===== config.mk =====
export PLATFORM = sky130hd
export DESIGN_NAME = vga_sync_gen
export DESIGN_NICKNAME = d
export VERILOG_FILES = /design/src/rtl/vga_sync_gen.sv
export SDC_FILE = /design/constraint.sdc
export NUM_CORES = 1
export LEC_CHECK = 0
export ABC_AREA = 0
export CAP_MARGIN = 30
export CELL_PAD_IN_SITES_DETAIL_PLACEMENT = 1
export CELL_PAD_IN_SITES_GLOBAL_PLACEMENT = 1
export CORE_MARGIN = 2
export CORE_UTILIZATION = 35
export CTS_CLUSTER_SIZE = 8
export DETAILED_ROUTE_END_ITERATION = 12
export MAX_ROUTING_LAYER = met4
export PLACE_DENSITY_LB_ADDON = 0.1
export REMOVE_ABC_BUFFERS = 1
export SKIP_CTS_REPAIR_TIMING = 1
export SLEW_MARGIN = 20
export SYNTH_ARGS = -nofsm -noshare
export SYNTH_HDL_FRONTEND = slang
export SYNTH_SLANG_ARGS = --single-unit

===== constraint.sdc =====
create_clock -name clock -period 5.2 [get_ports clock]
set_input_delay 0.78 -clock clock [delete_from_list [all_inputs] [get_ports clock]]
set_output_delay 0.78 -clock clock [all_outputs]
set_load 0.005 [all_outputs]

===== src/rtl/vga_sync_gen.sv =====
// 640x480 raster timing generator: pixel/line counters advanced by the pixel tick,
// with registered sync, blanking and start-of-line/frame strobes aligned to the coordinates.
module vga_sync_gen #(
   parameter int H_VISIBLE   = 640,
   parameter int H_FRONT     = 16,
   parameter int H_SYNC      = 96,
   parameter int H_BACK      = 48,
   parameter int V_VISIBLE   = 480,
   parameter int V_FRONT     = 10,
   parameter int V_SYNC      = 2,
   parameter int V_BACK      = 33,
   parameter int SYNC_ACTIVE = 0
) (
   input  logic       clock,
   input  logic       reset,
   input  logic       pixel_en,
   output logic [9:0] pixel_x,
   output logic [9:0] pixel_y,
   output logic       hsync,
   output logic       vsync,
   output logic       video_on,
   output logic       line_start,
   output logic       frame_start,
   output logic [7:0] frame_count
);

   localparam int H_TOTAL = H_VISIBLE + H_FRONT + H_SYNC + H_BACK;
   localparam int V_TOTAL = V_VISIBLE + V_FRONT + V_SYNC + V_BACK;

   localparam logic [9:0] H_LAST   = 10'(H_TOTAL - 1);
   localparam logic [9:0] V_LAST   = 10'(V_TOTAL - 1);
   localparam logic [9:0] H_VIS    = 10'(H_VISIBLE);
   localparam logic [9:0] V_VIS    = 10'(V_VISIBLE);
   localparam logic [9:0] HS_START = 10'(H_VISIBLE + H_FRONT);
   localparam logic [9:0] HS_END   = 10'(H_VISIBLE + H_FRONT + H_SYNC);
   localparam logic [9:0] VS_START = 10'(V_VISIBLE + V_FRONT);
   localparam logic [9:0] VS_END   = 10'(V_VISIBLE + V_FRONT + V_SYNC);
   localparam logic       SYNC_ON  = (SYNC_ACTIVE != 0);

   logic [9:0] x_next;
   logic [9:0] y_next;
   logic       x_wrap;
   logic       y_wrap;

   always_comb begin
      x_wrap = (pixel_x == H_LAST);
      y_wrap = x_wrap && (pixel_y == V_LAST);
      x_next = x_wrap ? '0 : pixel_x + 10'd1;
      y_next = pixel_y;
      if (x_wrap) begin
         y_next = y_wrap ? '0 : pixel_y + 10'd1;
      end
   end

   // Decodes use the next coordinates so they register in step with pixel_x/pixel_y.
   always_ff @(posedge clock or posedge reset) begin
      if (reset) begin
         pixel_x     <= '0;
         pixel_y     <= '0;
         hsync       <= ~SYNC_ON;
         vsync       <= ~SYNC_ON;
         video_on    <= 1'b0;
         line_start  <= 1'b0;
         frame_start <= 1'b0;
         frame_count <= '0;
      end else if (pixel_en) begin
         pixel_x     <= x_next;
         pixel_y     <= y_next;
         line_start  <= x_wrap;
         frame_start <= y_wrap;
         frame_count <= frame_count + 8'(y_wrap);
         video_on    <= (x_next < H_VIS) && (y_next < V_VIS);
         hsync       <= ((x_next >= HS_START) && (x_next < HS_END)) ? SYNC_ON : ~SYNC_ON;
         vsync       <= ((y_next >= VS_START) && (y_next < VS_END)) ? SYNC_ON : ~SYNC_ON;
      end else begin
         line_start  <= 1'b0;
         frame_start <= 1'b0;
      end
   end

endmodule


After elaboration in Yosys (flattened, before gate mapping):

Index checks and enable logic that the tools add are counted.

* register bits after elaboration: 33
* bits of input ports: 3
* output and inout port bits: 33
* word-level logic and storage cells: 30

* add/sub/neg operators: 3
* magnitude comparators: 6
* equal/unequal tests: 2
* mux-type cells: 7
* reduce and logical (&&, ||, !) cells: 4

Operators with widths (count)
* $mux 10: 3
* $add 10x1->10 const B: 2
* $eq 10x10->1 const B: 2
* $lt 10x10->1 const B: 2
* $lt 10x9->1 const B: 2
* $ge 10x10->1 const B: 1
* $ge 10x9->1 const B: 1
* $add 8x1->8: 1
* $logic_and 1x1->1: 4
* $mux 1: 4

Depth between registers and ports, before layout:

* word-level depth: 7
* depth in mapped cells: 12
* mapped depth without buffers: 11

Least setup slack after synthesis:

Ideal clock, no wire load.

* path type: register -> register
* start: register pixel_x[0]
* end: register frame_count[1]
* setup time: 0.125 ns
* arrival time: 2.184 ns
* data required time: 5.075 ns
* path slack: 2.891 ns
* cell stages (with the launch flop): 11
* buffers on the path: 2
* period minus slack after synthesis: 2.309 ns
* cells stage by stage: dfrtp_1 ha_1 and4_1 buf_2 and3_1 clkbuf_1 nand2_1 clkinv_1 ha_1 ha_1 mux2_2

* word-level cells in the longest chain between the ends: 3

Ends and longest elaborated chain
* start, declared: RTL line 17 `output logic [9:0] pixel_x,`
* start signal, assigned: RTL line 67 `pixel_x <= x_next;`
* $eq 10x10->1: RTL line 46 `x_wrap = (pixel_x == H_LAST);`
* $logic_and 1x1->1: RTL line 47 `y_wrap = x_wrap && (pixel_y == V_LAST);`
* $add 8x1->8: RTL line 71 `frame_count <= frame_count + 8'(y_wrap);`
* end signal, assigned: RTL line 71
* end, declared: RTL line 24 `output logic [7:0] frame_count`

No other way between the ends.
A chain may end at the register's enable or synchronous reset.

Final worst setup path:

* start: register pixel_x[0]
* end: register frame_count[6]

Same word-level chain as after synthesis.

==> impl_metrics.toml <==
[timing]
fmax_ghz = 0.355
relSlewSlack_pct = 65.0
fin_crit_sh_pct = 54.2
maxSlewViolCount = 0
rsz0062_at_grt = "false"
tightest_slew_ps = 525
finalSetupViolCount = 0
finClkSkew_ps = 7.41
finalHoldViolCount = 0
whs_ps = 480
period_minus_slack_ps = 2820
fin_setup_tns_ps = 0

[final_layout]
area_growth_pct = 25.6
fin_nets = 248
drive_gt1_share_pct = 9.96
stdcell_count = 313
fin_area_um2 = 2480
diodes = 0
final_common_cell = "clkdlybuf4s50_1"
mostFrequentLayoutCells = "35 x clkdlybuf4s50_1, 31 x dfrtp_1, 23 x nand2_1"

[setup_path]
setup.worst_path.end_class = "flip-flop"
worstPathCellList = "ha_1, and4_1, and3_1, nand2_1, clkinv_1, ha_1, ha_1, nand2_1, nor2_1, xor2_1"
slowest_stage = "and3_1"
startpoint_type = "flip-flop"
path_class = "flip-flop to flip-flop"
crit_family = "simple AND/OR/NAND/NOR gates"
crit_arrival_ps = 3040
cp_num_buf_inv = 1
crit_top_cell = "ha_1"
worstPathMaxFanout = 15
crit_path_max_incr_delay_ps = 550
cp.required_ps = 5420

[synthesis]
syn-instance-count = 210
synth_top_area_cell = "dfrtp_1"
yosys.cell_types.count = 52
synth-seq-area-share_pct = 41.9
synth_area_leaders = "dfrtp_1 39%, xnor2_1 4.4%, nand2_1 4.4%"
synth-async-reset-ratio_pct = 100
ys_seq_elements = 33
syn_area_um2 = 1980
synth_top_area_share_pct = 39.2
syn_area_per_cell_um2 = 9.41
synth-main-ff-cell = "dfrtp_1"
ys_warn_count = 0
synth_edf_count = 0

[run_status]
status = "completed"

[placed_design]
globalplace.congestion = 0.876
dpl_cell_area_um2 = 2360
place_hpwl_um = 3450
dpl.cell_count = 305
io_buffers = 35

[power_and_ir_drop]
switching_share_pct = 31.0
power_density_nw_per_um2 = 308
switchingPower_w = 0.000237
ir_worst_vdd_mv = 0.188
clkPwrFrac_pct = 34.1
power.share.combinational_pct = 22.1
p_seq_share_pct = 43.8
p_int_w = 0.000528
leakage_nw = 1.01

[worst_hold_path]
hold_class = "flip-flop to flip-flop"

[global_route]
antenna_found_initial = 0
grt_usage_pct = 17.9
grt_pass1_vias = 1705
grt_pass1_wl_um = 8580
grt_max_degree = 34
grt_overflow_total = 0

[floorplanning]
core_area_um2 = 5470
row_count = 27
die_width_um = 79.2
num_io_pins = 36
start_util_pct = 36.1
die-area_um2 = 6270
die_h_um = 79.2

[detailed_routing]
final_antenna_net_count = 0
wire_per_inst_um = 15.8
drt-total-wl_um = 4940
drt_iter0_drc = 114
drc = 0
vias_per_cell = 5.48
dr.pass1.iters = 4
dr_total_vias = 1716

[clock_tree]
cts_max_path_buffers = 2
cts.clk_slew.worst_paths_ps = 70
root_buffer = "clkbuf_8"
cts_tree = "built"
clock_latency_ps = 300
cts_inserted_buffers = 5
clock-sinks = 33
cts_htree_levels = 2

[job]
cap_violations = 0
-- cell usage after synthesis (2+ instances only) --
cell type / instances
nand3b_1: 2
nand4_1: 11
nand3_1: 9
nor4_1: 4
nand2b_1: 3
buf_2: 4
inv_1: 7
or4_1: 2
xor2_1: 2
and3_1: 4
o21ai_0: 11
dfstp_2: 2
o31ai_1: 5
a21o_1: 3
nand2_1: 23
mux2_2: 5
nor3_1: 7
a21oi_1: 7
clkbuf_1: 7
nor2_1: 10
ha_1: 5
mux2i_1: 2
and2_1: 2
a31oi_1: 3
o21ai_1: 4
xnor2_1: 10
dfrtp_1: 31
-- registers in the layout (all words and copies together), names as in the netlist --
signal / flops
line_start: 1
video_on: 1
hsync: 1
frame_start: 1
frame_count: 8
pixel_x: 10
vsync: 1
pixel_y: 10
-- metal layers --
metal  wire length, um  GRT usage (%)  share of wire [%]
met5                 0              -                  0
met4               123           6.72                2.5
met3               123           3.75                2.5
met2              2220           25.7                 45
met1              2470           25.0                 50
-- final cells by class --
cell class              instances  area [um2]
inverters                       8        30.0
flip-flops and latches         33         828
fillers                       642        2990
clock inverters                 2        37.5
repair buffers                 37         365
clock buffers                   6        82.6
multi-input cells             155        1050
well taps                      72        90.1
-- per-stage QoR --
stage | utilization [%] | power [W] | setup slack, ps
2_1_floorplan | - | 0.000417 | 2860
3_3_place_gp | 43.2 | 0.000508 | 2550
3_5_place_dp | 43.2 | 0.000507 | 2410
4_1_cts | 45.4 | 0.000770 | 2370
5_1_grt | 45.4 | 0.000808 | 2120
6_report | 45.4 | 0.000765 | 2380
-- worst paths after layout --
kind / start / end / cells past startpoint / slack (ps)
min in group asynchronous: reset / frame_count[4]$_DFFE_PP0P_ / 3 / 900
min: frame_count[7]$_DFFE_PP0P_ / frame_count[7]$_DFFE_PP0P_ / 1 / 480
max: pixel_x[0]$_DFFE_PP0P_ / frame_count[6]$_DFFE_PP0P_ / 10 / 2380
max reg2reg: pixel_x[0]$_DFFE_PP0P_ / frame_count[6]$_DFFE_PP0P_ / 10 / 2380
max in group asynchronous: reset / vsync$_DFFE_PP1P_ / 3 / 3970
min reg2reg: frame_count[7]$_DFFE_PP0P_ / frame_count[7]$_DFFE_PP0P_ / 1 / 480
-- cells by family (layout without fill, tap and decap cells) --
logic type      count (synthesis)  count (layout)  share of synthesized area (%)
simple gates                   86              86                           24.7
compound gates                 45              45                           16.0
flops                          33              33                           41.9
buf+inv                        22              53                           5.00
xor+xnor                       12              12                           5.32
mux                             7               7                           3.86
fa+ha+maj                       5               5                           3.16
-- power groups by stage --
stage | clock, W | combinational [W] | sequential (W)
2_1_floorplan | 0 | 0.0000878 | 0.000329
3_3_place_gp | 0 | 0.000170 | 0.000338
3_5_place_dp | 0 | 0.000168 | 0.000339
4_1_cts | 0.000266 | 0.000170 | 0.000335
5_1_grt | 0.000276 | 0.000190 | 0.000342
6_report | 0.000261 | 0.000169 | 0.000335
Power figures use the tool's default switching activity.
